===== src/rtl/antifurto_pkg.sv =====
// -----------------------------------------------------------------------------
// antifurto_pkg
// Shared types and constants for the multi-zone anti-theft controller:
//   - state_t     : controller FSM states
//   - param_sel_t : time-parameter select codes (also used for the interval output)
//   - STATUS_*    : status output codes
//   - T_*_DEFAULT : default time parameters, in seconds
//   - status_of() : maps an FSM state to its status code
// -----------------------------------------------------------------------------
package antifurto_pkg;

  typedef enum logic [2:0] {
    ARMED,
    TRIGGERED,
    ALARM,
    DISARMED,
    WAIT_CLOSE,
    ARM_DELAY
  } state_t;

  typedef enum logic [1:0] {
    SEL_ARM    = 2'b00,
    SEL_DRIVER = 2'b01,
    SEL_PASS   = 2'b10,
    SEL_ALARM  = 2'b11
  } param_sel_t;

  localparam logic [1:0] STATUS_ARMED     = 2'b00;
  localparam logic [1:0] STATUS_TRIGGERED = 2'b01;
  localparam logic [1:0] STATUS_ALARM     = 2'b10;
  localparam logic [1:0] STATUS_DISARMED  = 2'b11;

  localparam int T_ARM_DEFAULT    = 6;
  localparam int T_DRIVER_DEFAULT = 8;
  localparam int T_PASS_DEFAULT   = 15;
  localparam int T_ALARM_DEFAULT  = 10;

  // WAIT_CLOSE and ARM_DELAY are internal sub-steps of "disarmed" as far as
  // the outside world is concerned.
  function automatic logic [1:0] status_of(input state_t s);
    case (s)
      ARMED:     return STATUS_ARMED;
      TRIGGERED: return STATUS_TRIGGERED;
      ALARM:     return STATUS_ALARM;
      default:   return STATUS_DISARMED;
    endcase
  endfunction

endpackage


===== src/rtl/antifurto_timer.sv =====
// -----------------------------------------------------------------------------
// antifurto_timer
// Down-counter in seconds for the anti-theft controller.
//   clock, reset      : system clock, asynchronous active-low reset
//   load, load_value  : load the counter (takes priority over counting)
//   one_hz_enable     : single-cycle 1 Hz tick; decrements while counter > 0
//   counter           : remaining seconds
//   expired           : counter has reached zero
// Load values are never zero (the parameter bank stores 0 as 1), so expired
// cannot assert on the cycle right after a load.
// -----------------------------------------------------------------------------
module antifurto_timer #(
  parameter int TW = 4
) (
  input  logic          clock,
  input  logic          reset,
  input  logic          load,
  input  logic [TW-1:0] load_value,
  input  logic          one_hz_enable,
  output logic [TW-1:0] counter,
  output logic          expired
);

  // NOTE: sequential state is updated with non-blocking assignments so every
  // register samples the pre-edge values, independent of statement order.
  always_ff @(posedge clock or negedge reset) begin
    if (!reset) begin
      counter <= '0;
    end else if (load) begin
      counter <= load_value;
    end else if (one_hz_enable && (counter != '0)) begin
      counter <= counter - TW'(1);
    end
  end

  assign expired = (counter == '0);

endmodule


===== src/rtl/fsm_antifurto_multizone.sv =====
// -----------------------------------------------------------------------------
// fsm_antifurto_multizone
// Anti-theft controller for NUM_DOORS doors (door 0 = driver) with a
// programmable time-parameter bank, countdown timer and fuel-pump interlock.
//   clock, reset       : system clock, asynchronous active-low reset
//   one_hz_enable      : single-cycle 1 Hz tick
//   ignition           : ignition on (highest priority: disarms)
//   door               : 1 = door open
//   reprogram          : pulse; store time_value into time_param_sel parameter
//   time_param_sel     : 00 ARM, 01 DRIVER, 10 PASS, 11 ALARM
//   time_value         : new parameter value (0 is stored as 1)
//   hidden_sw, brake   : fuel-pump enable conditions together with ignition
//   status             : 00 armed, 01 triggered, 10 alarm, 11 disarmed
//   interval           : parameter currently being timed
//   enable_siren       : siren on
//   fuel_pump_power    : fuel pump enabled
//   timer_value        : remaining seconds
//   alarm_source       : doors that triggered / were opened while alarmed
// -----------------------------------------------------------------------------
module fsm_antifurto_multizone
  import antifurto_pkg::*;
#(
  parameter int NUM_DOORS    = 4,
  parameter int TW           = 4,
  parameter int T_ARM_DEF    = T_ARM_DEFAULT,
  parameter int T_DRIVER_DEF = T_DRIVER_DEFAULT,
  parameter int T_PASS_DEF   = T_PASS_DEFAULT,
  parameter int T_ALARM_DEF  = T_ALARM_DEFAULT
) (
  input  logic                 clock,
  input  logic                 reset,
  input  logic                 one_hz_enable,
  input  logic                 ignition,
  input  logic [NUM_DOORS-1:0] door,
  input  logic                 reprogram,
  input  logic [1:0]           time_param_sel,
  input  logic [TW-1:0]        time_value,
  input  logic                 hidden_sw,
  input  logic                 brake,
  output logic [1:0]           status,
  output logic [1:0]           interval,
  output logic                 enable_siren,
  output logic                 fuel_pump_power,
  output logic [TW-1:0]        timer_value,
  output logic [NUM_DOORS-1:0] alarm_source
);

  state_t        state;
  param_sel_t    interval_q;
  logic [TW-1:0] params [4];

  logic          door_any;
  logic          load;
  param_sel_t    load_sel;
  logic [TW-1:0] load_value;
  logic          expired;

  assign door_any = |door;

  // ---------------------------------------------------------------------------
  // Time-parameter bank
  // ---------------------------------------------------------------------------
  // NOTE: this small register bank is reset because its defaults are part of
  // the controller's behaviour; a plain storage RAM would not be reset.
  always_ff @(posedge clock or negedge reset) begin
    if (!reset) begin
      params[SEL_ARM]    <= TW'(T_ARM_DEF);
      params[SEL_DRIVER] <= TW'(T_DRIVER_DEF);
      params[SEL_PASS]   <= TW'(T_PASS_DEF);
      params[SEL_ALARM]  <= TW'(T_ALARM_DEF);
    end else if (reprogram) begin
      // A zero delay would make the timer look expired right after loading.
      params[time_param_sel] <= (time_value == '0) ? TW'(1) : time_value;
    end
  end

  // ---------------------------------------------------------------------------
  // Timer load request: asserted on the same edge the FSM enters a timed
  // state, so the counter holds the fresh value together with the new state.
  // ---------------------------------------------------------------------------
  // NOTE: every signal assigned in always_comb gets a default first, so no
  // path leaves it unassigned and no latch is inferred.
  always_comb begin
    load     = 1'b0;
    load_sel = SEL_ARM;
    if (!ignition && !reprogram) begin
      case (state)
        ARMED: begin
          if (door_any) begin
            load     = 1'b1;
            load_sel = door[0] ? SEL_DRIVER : SEL_PASS;  // driver door wins
          end
        end
        TRIGGERED: begin
          if (expired) begin
            load     = 1'b1;
            load_sel = SEL_ALARM;
          end
        end
        ALARM: begin
          // Any open door keeps the siren hold topped up.
          if (door_any) begin
            load     = 1'b1;
            load_sel = SEL_ALARM;
          end
        end
        WAIT_CLOSE: begin
          if (!door_any) begin
            load     = 1'b1;
            load_sel = SEL_ARM;
          end
        end
        default: ;
      endcase
    end
  end

  assign load_value = params[load_sel];

  antifurto_timer #(
    .TW (TW)
  ) u_timer (
    .clock         (clock),
    .reset         (reset),
    .load          (load),
    .load_value    (load_value),
    .one_hz_enable (one_hz_enable),
    .counter       (timer_value),
    .expired       (expired)
  );

  // ---------------------------------------------------------------------------
  // Controller FSM with registered outputs.
  // Priority: ignition > reprogram > door / timer events.
  // ---------------------------------------------------------------------------
  always_ff @(posedge clock or negedge reset) begin
    if (!reset) begin
      state        <= ARMED;
      interval_q   <= SEL_ARM;
      enable_siren <= 1'b0;
      alarm_source <= '0;
    end else if (ignition) begin
      state        <= DISARMED;
      interval_q   <= SEL_ARM;
      enable_siren <= 1'b0;
      if (state == TRIGGERED) begin
        alarm_source <= '0;
      end
    end else if (reprogram) begin
      state        <= ARMED;
      interval_q   <= SEL_ARM;
      enable_siren <= 1'b0;
      alarm_source <= '0;
    end else begin
      if (load) begin
        interval_q <= load_sel;
      end
      case (state)
        ARMED: begin
          if (door_any) begin
            state        <= TRIGGERED;
            alarm_source <= door;
          end
        end
        TRIGGERED: begin
          alarm_source <= alarm_source | door;
          if (expired) begin
            state        <= ALARM;
            enable_siren <= 1'b1;
          end
        end
        ALARM: begin
          alarm_source <= alarm_source | door;
          // alarm_source is kept on re-arm so the owner can see what happened.
          if (!door_any && expired) begin
            state        <= ARMED;
            interval_q   <= SEL_ARM;
            enable_siren <= 1'b0;
          end
        end
        DISARMED: begin
          if (door[0]) begin
            state <= WAIT_CLOSE;
          end
        end
        WAIT_CLOSE: begin
          if (!door_any) begin
            state <= ARM_DELAY;
          end
        end
        ARM_DELAY: begin
          if (door_any) begin
            state <= WAIT_CLOSE;
          end else if (expired) begin
            state <= ARMED;
          end
        end
        default: begin
          state <= ARMED;
        end
      endcase
    end
  end

  assign status   = status_of(state);
  assign interval = interval_q;

  // ---------------------------------------------------------------------------
  // Fuel-pump interlock, independent of the FSM: enabled by ignition + hidden
  // switch + brake together, held until the ignition drops.
  // ---------------------------------------------------------------------------
  always_ff @(posedge clock or negedge reset) begin
    if (!reset) begin
      fuel_pump_power <= 1'b0;
    end else if (!ignition) begin
      fuel_pump_power <= 1'b0;
    end else if (hidden_sw && brake) begin
      fuel_pump_power <= 1'b1;
    end
  end

endmodule


===== config.mk =====
export PLATFORM = sky130hd
export DESIGN_NAME = fsm_antifurto_multizone
export DESIGN_NICKNAME = d
export VERILOG_FILES = /design/src/rtl/antifurto_pkg.sv /design/src/rtl/antifurto_timer.sv /design/src/rtl/fsm_antifurto_multizone.sv
export SDC_FILE = /design/constraint.sdc
export NUM_CORES = 1
export LEC_CHECK = 0
export CAP_MARGIN = 15
export CORE_AREA = 2 2 67 69
export DETAILED_ROUTE_END_ITERATION = 6
export DIE_AREA = 0 0 69 71
export HOLD_SLACK_MARGIN = 0.06
export PLACE_DENSITY = 0.59
export SLEW_MARGIN = 40
export SYNTH_ARGS = -nofsm -noshare
export SYNTH_HDL_FRONTEND = slang
export SYNTH_SLANG_ARGS = --single-unit

===== constraint.sdc =====
create_clock -name clock -period 6.8 [get_ports clock]
set_clock_uncertainty 0.1 [all_clocks]
set_input_delay 1.7 -clock clock [delete_from_list [all_inputs] [get_ports clock]]
set_output_delay 1.7 -clock clock [all_outputs]
set_load 0.01 [all_outputs]

==> reports/summary.txt <==
Crit path arrival time = 4.28 ns
number of global-route vias before repair = 1300
# rows = 24
Synthesis Warnings = 0
M1 WL = 1.53 mm
worst-path fanout max = 8
overall routing resource usage = 0.158
CTS buffer count = 5
worst min-delay path startpoint = params[8]$_DFFE_PN0P_
worst slew pin tran = 0.719 ns
Adder-Cell Fraction of Synth Area = 0.00781
Sink Count = 31
WHS Path Cells = 2
mux cell area share after synthesis = 0.128
placed insts = 229
drc violations = 0
Hold Path Sink = params[8]$_DFFE_PN0P_
R2R Path End = u_timer.counter[3]$_DFFE_PN0P_
Power Density = 284 nW/µm²
Max Slew Vio Count = 0
Rel. slew slack = 0.520
Simple-Gate Fraction of Synth Area = 0.148
post-route minimum period = 4.16 ns
crit end category = flop
VDD IR max = 150 µV
Mapped Avg Cell Area = 10.5 µm²
Fill cells = 389
CP Data Required Time = 6.92 ns
Synth top area share = 0.344
Post-synth EDFFs = 0
Initial Util = 0.381
first-pass GRT wire length = 6.09 mm
count leader, synth = dfrtp_1
io pins = 31
largest family of logic cells by synthesized area = compound AO/OA/AOI/OAI gates
setup slack, reg-to-reg = 4.01 ns
Post-CTS Hold Fix Bufs = 0
Startpoint Class = input port
drt via density = 5.47
die area = 4900 µm²
CTS tree = built
Max Freq = 0.240 GHz
Clock transition at path regs = 0.06 ns
drt first pass iters = 4
H-tree levels = 2
final hold vios = 0
Synth Register Bits = 31
metal3 WL = 157 µm
Main synth FF type = dfrtp_1
Synth Net Count = 171
nets = 202
sequential fraction of the synthesis area = 0.491
largest net degree at the start of global routing = 32
dpl hpwl = 2.71 mm
Async SR Flop Fraction = 1.00
DR WL/cell = 15.5 µm
Highest Signal Layer = met4
RSZ-0062 raised after global routing = false
fin crit share = 0.612
top post-synthesis cells by count = dfrtp_1, nand2_1, mux2_2
Mapped Cells = 153
Port Buffer Count = 30
critical path class = input port to flop
Worst-Skew Late Latency = 0.28 ns
Post-Route WL = 3.67 mm
Non-Filler Instances = 237
CTS root buf = clkbuf_8
Synth area leaders = dfrtp_1, dfstp_2, mux2_2, mux2i_1, nand2_1
Max-cap violations = 0
status = complete, no violations
# diodes = 0
Die Y = 71 µm
XOR/XNOR Fraction of Synth Area = 0.00547
PostCTS Resize Cnt = 0
Synth area leader = dfrtp_1
flip-flop and latch area = 787 µm²
worst r2r src = u_timer.counter[0]$_DFFE_PN0P_
Setup Viol. Count Final = 0
Synth cell types = 38
global route total overflow = 0
final estimated routing congestion in global placement = 0.870
met2 WL = 1.93 mm
Multi-input gate area = 767 µm²
worst r2r path cells = 8
antenna violations before repair = 0
total vias in the final route = 1296
Hold WC Path Type = flop to flop
netlist area before placement = 1600 µm²
DRT iter0 DRCs = 108
core box area = 4200 µm²
die width = 69 µm
Synth Area in Compound Gates = 0.190
post-CTS setup buffer count = 0
clock buffer depth = 2
layout cells sized above 1 = 0.189
antenna violation net count after detailed routing = 0
Fin Setup TNS = 0 ns
P_leak = 0.871 nW
Area growth syn-to-layout = 27.2%
-- cells in the final DEF (no fill, tap or decap), types with 2 or more instances in the layout --
| cell type | n |
|---|---|
| clkdlybuf4s50_1 | 30 |
| nand3b_1 | 3 |
| dfrtp_1 | 22 |
| a22o_1 | 4 |
| o221ai_1 | 3 |
| mux2i_1 | 7 |
| o21ai_0 | 10 |
| nand2b_1 | 2 |
| a21oi_1 | 8 |
| dfstp_2 | 9 |
| clkbuf_8 | 6 |
| a21bo_2 | 2 |
| nor3b_1 | 3 |
| inv_1 | 5 |
| o211ai_1 | 2 |
| a21o_1 | 2 |
| mux2_2 | 12 |
| a31oi_1 | 2 |
| nor2_1 | 9 |
| or3_1 | 2 |
| nor3_1 | 4 |
| nand2_1 | 17 |
| nand3_1 | 3 |
-- layer usage --
metal | global-route usage | up-vias
met2 | 0.279 | 33
li1 | - | 625
met4 | 0.0719 | 0
met1 | 0.178 | 634
met5 | 0 | -
met3 | 0.0456 | 4
-- stage by stage --
stage	setup WS, ns	cell area [µm²]	util	total power [mW]	hold slack (ns)
global route	2.56	2040	0.485	0.622	0.407
global placement	2.45	1950	0.463	0.431	0.364
detailed placement	2.35	1950	0.463	0.436	0.370
finish	2.64	2040	0.485	0.579	0.377
floorplan	3.04	1600	-	0.359	0.349
CTS	2.65	2040	0.485	0.586	0.384
-- worst max path at each step --
stage	start	to	slack, ns	cells after the start
6_report	door[0]	u_timer.counter[3]$_DFFE_PN0P_	2.64	7
5_1_grt	door[0]	u_timer.counter[3]$_DFFE_PN0P_	2.56	7
4_1_cts	door[0]	u_timer.counter[3]$_DFFE_PN0P_	2.65	7
3_5_place_dp	door[0]	u_timer.counter[3]$_DFFE_PN0P_	2.35	7
3_3_place_gp	door[0]	u_timer.counter[3]$_DFFE_PN0P_	2.45	7
2_1_floorplan	door[0]	u_timer.counter[3]$_DFFE_PN0P_	3.04	7
-- flip-flops by register name (all words and copies together), names as in the netlist --
signal and flops:
interval 2, u_timer.counter 4, enable_siren 1, alarm_source 4, state 3, fuel_pump_power 1
params 16
-- area by class of cell --
| cell class | instances | share of cell area |
|---|---|---|
| flip-flops and latches | 31 | 0.386 |
| multi-input cells | 110 | 0.377 |
| repair buffers | 31 | 0.151 |
| clock buffers | 7 | 0.0424 |
| well taps | 52 | 0.0319 |
| inverters | 5 | 0.00921 |
| clock inverters | 1 | 0.00246 |
-- critical path, stage by stage --
cell	delay [ns]
clkdlybuf4s50_1	0.51
or4_1	0.66
or3_1	0.38
a311o_2	0.46
nand2b_4	0.19
o21ai_0	0.20
o311a_1	0.17
-- cells by family (layout without fill, tap and decap cells) --
family	count (synthesis)	in the layout
AO/OA/AOI/OAI	42	42
buffers and inverters	12	44
XOR/XNOR	1	1
adder cells (fa/ha/maj)	1	1
flip-flops	31	31
multiplexers	19	19
AND/OR/NAND/NOR	47	47
-- power breakdown --
part | total, mW | internal, mW | switching, mW | leakage (nW)
registers | 0.259 | 0.226 | 0.0327 | 0.371
logic | 0.172 | 0.0941 | 0.0782 | 0.452
clock network | 0.148 | 0.0815 | 0.0664 | 0.0482
Note: power is estimated with default switching activity, not from simulation.
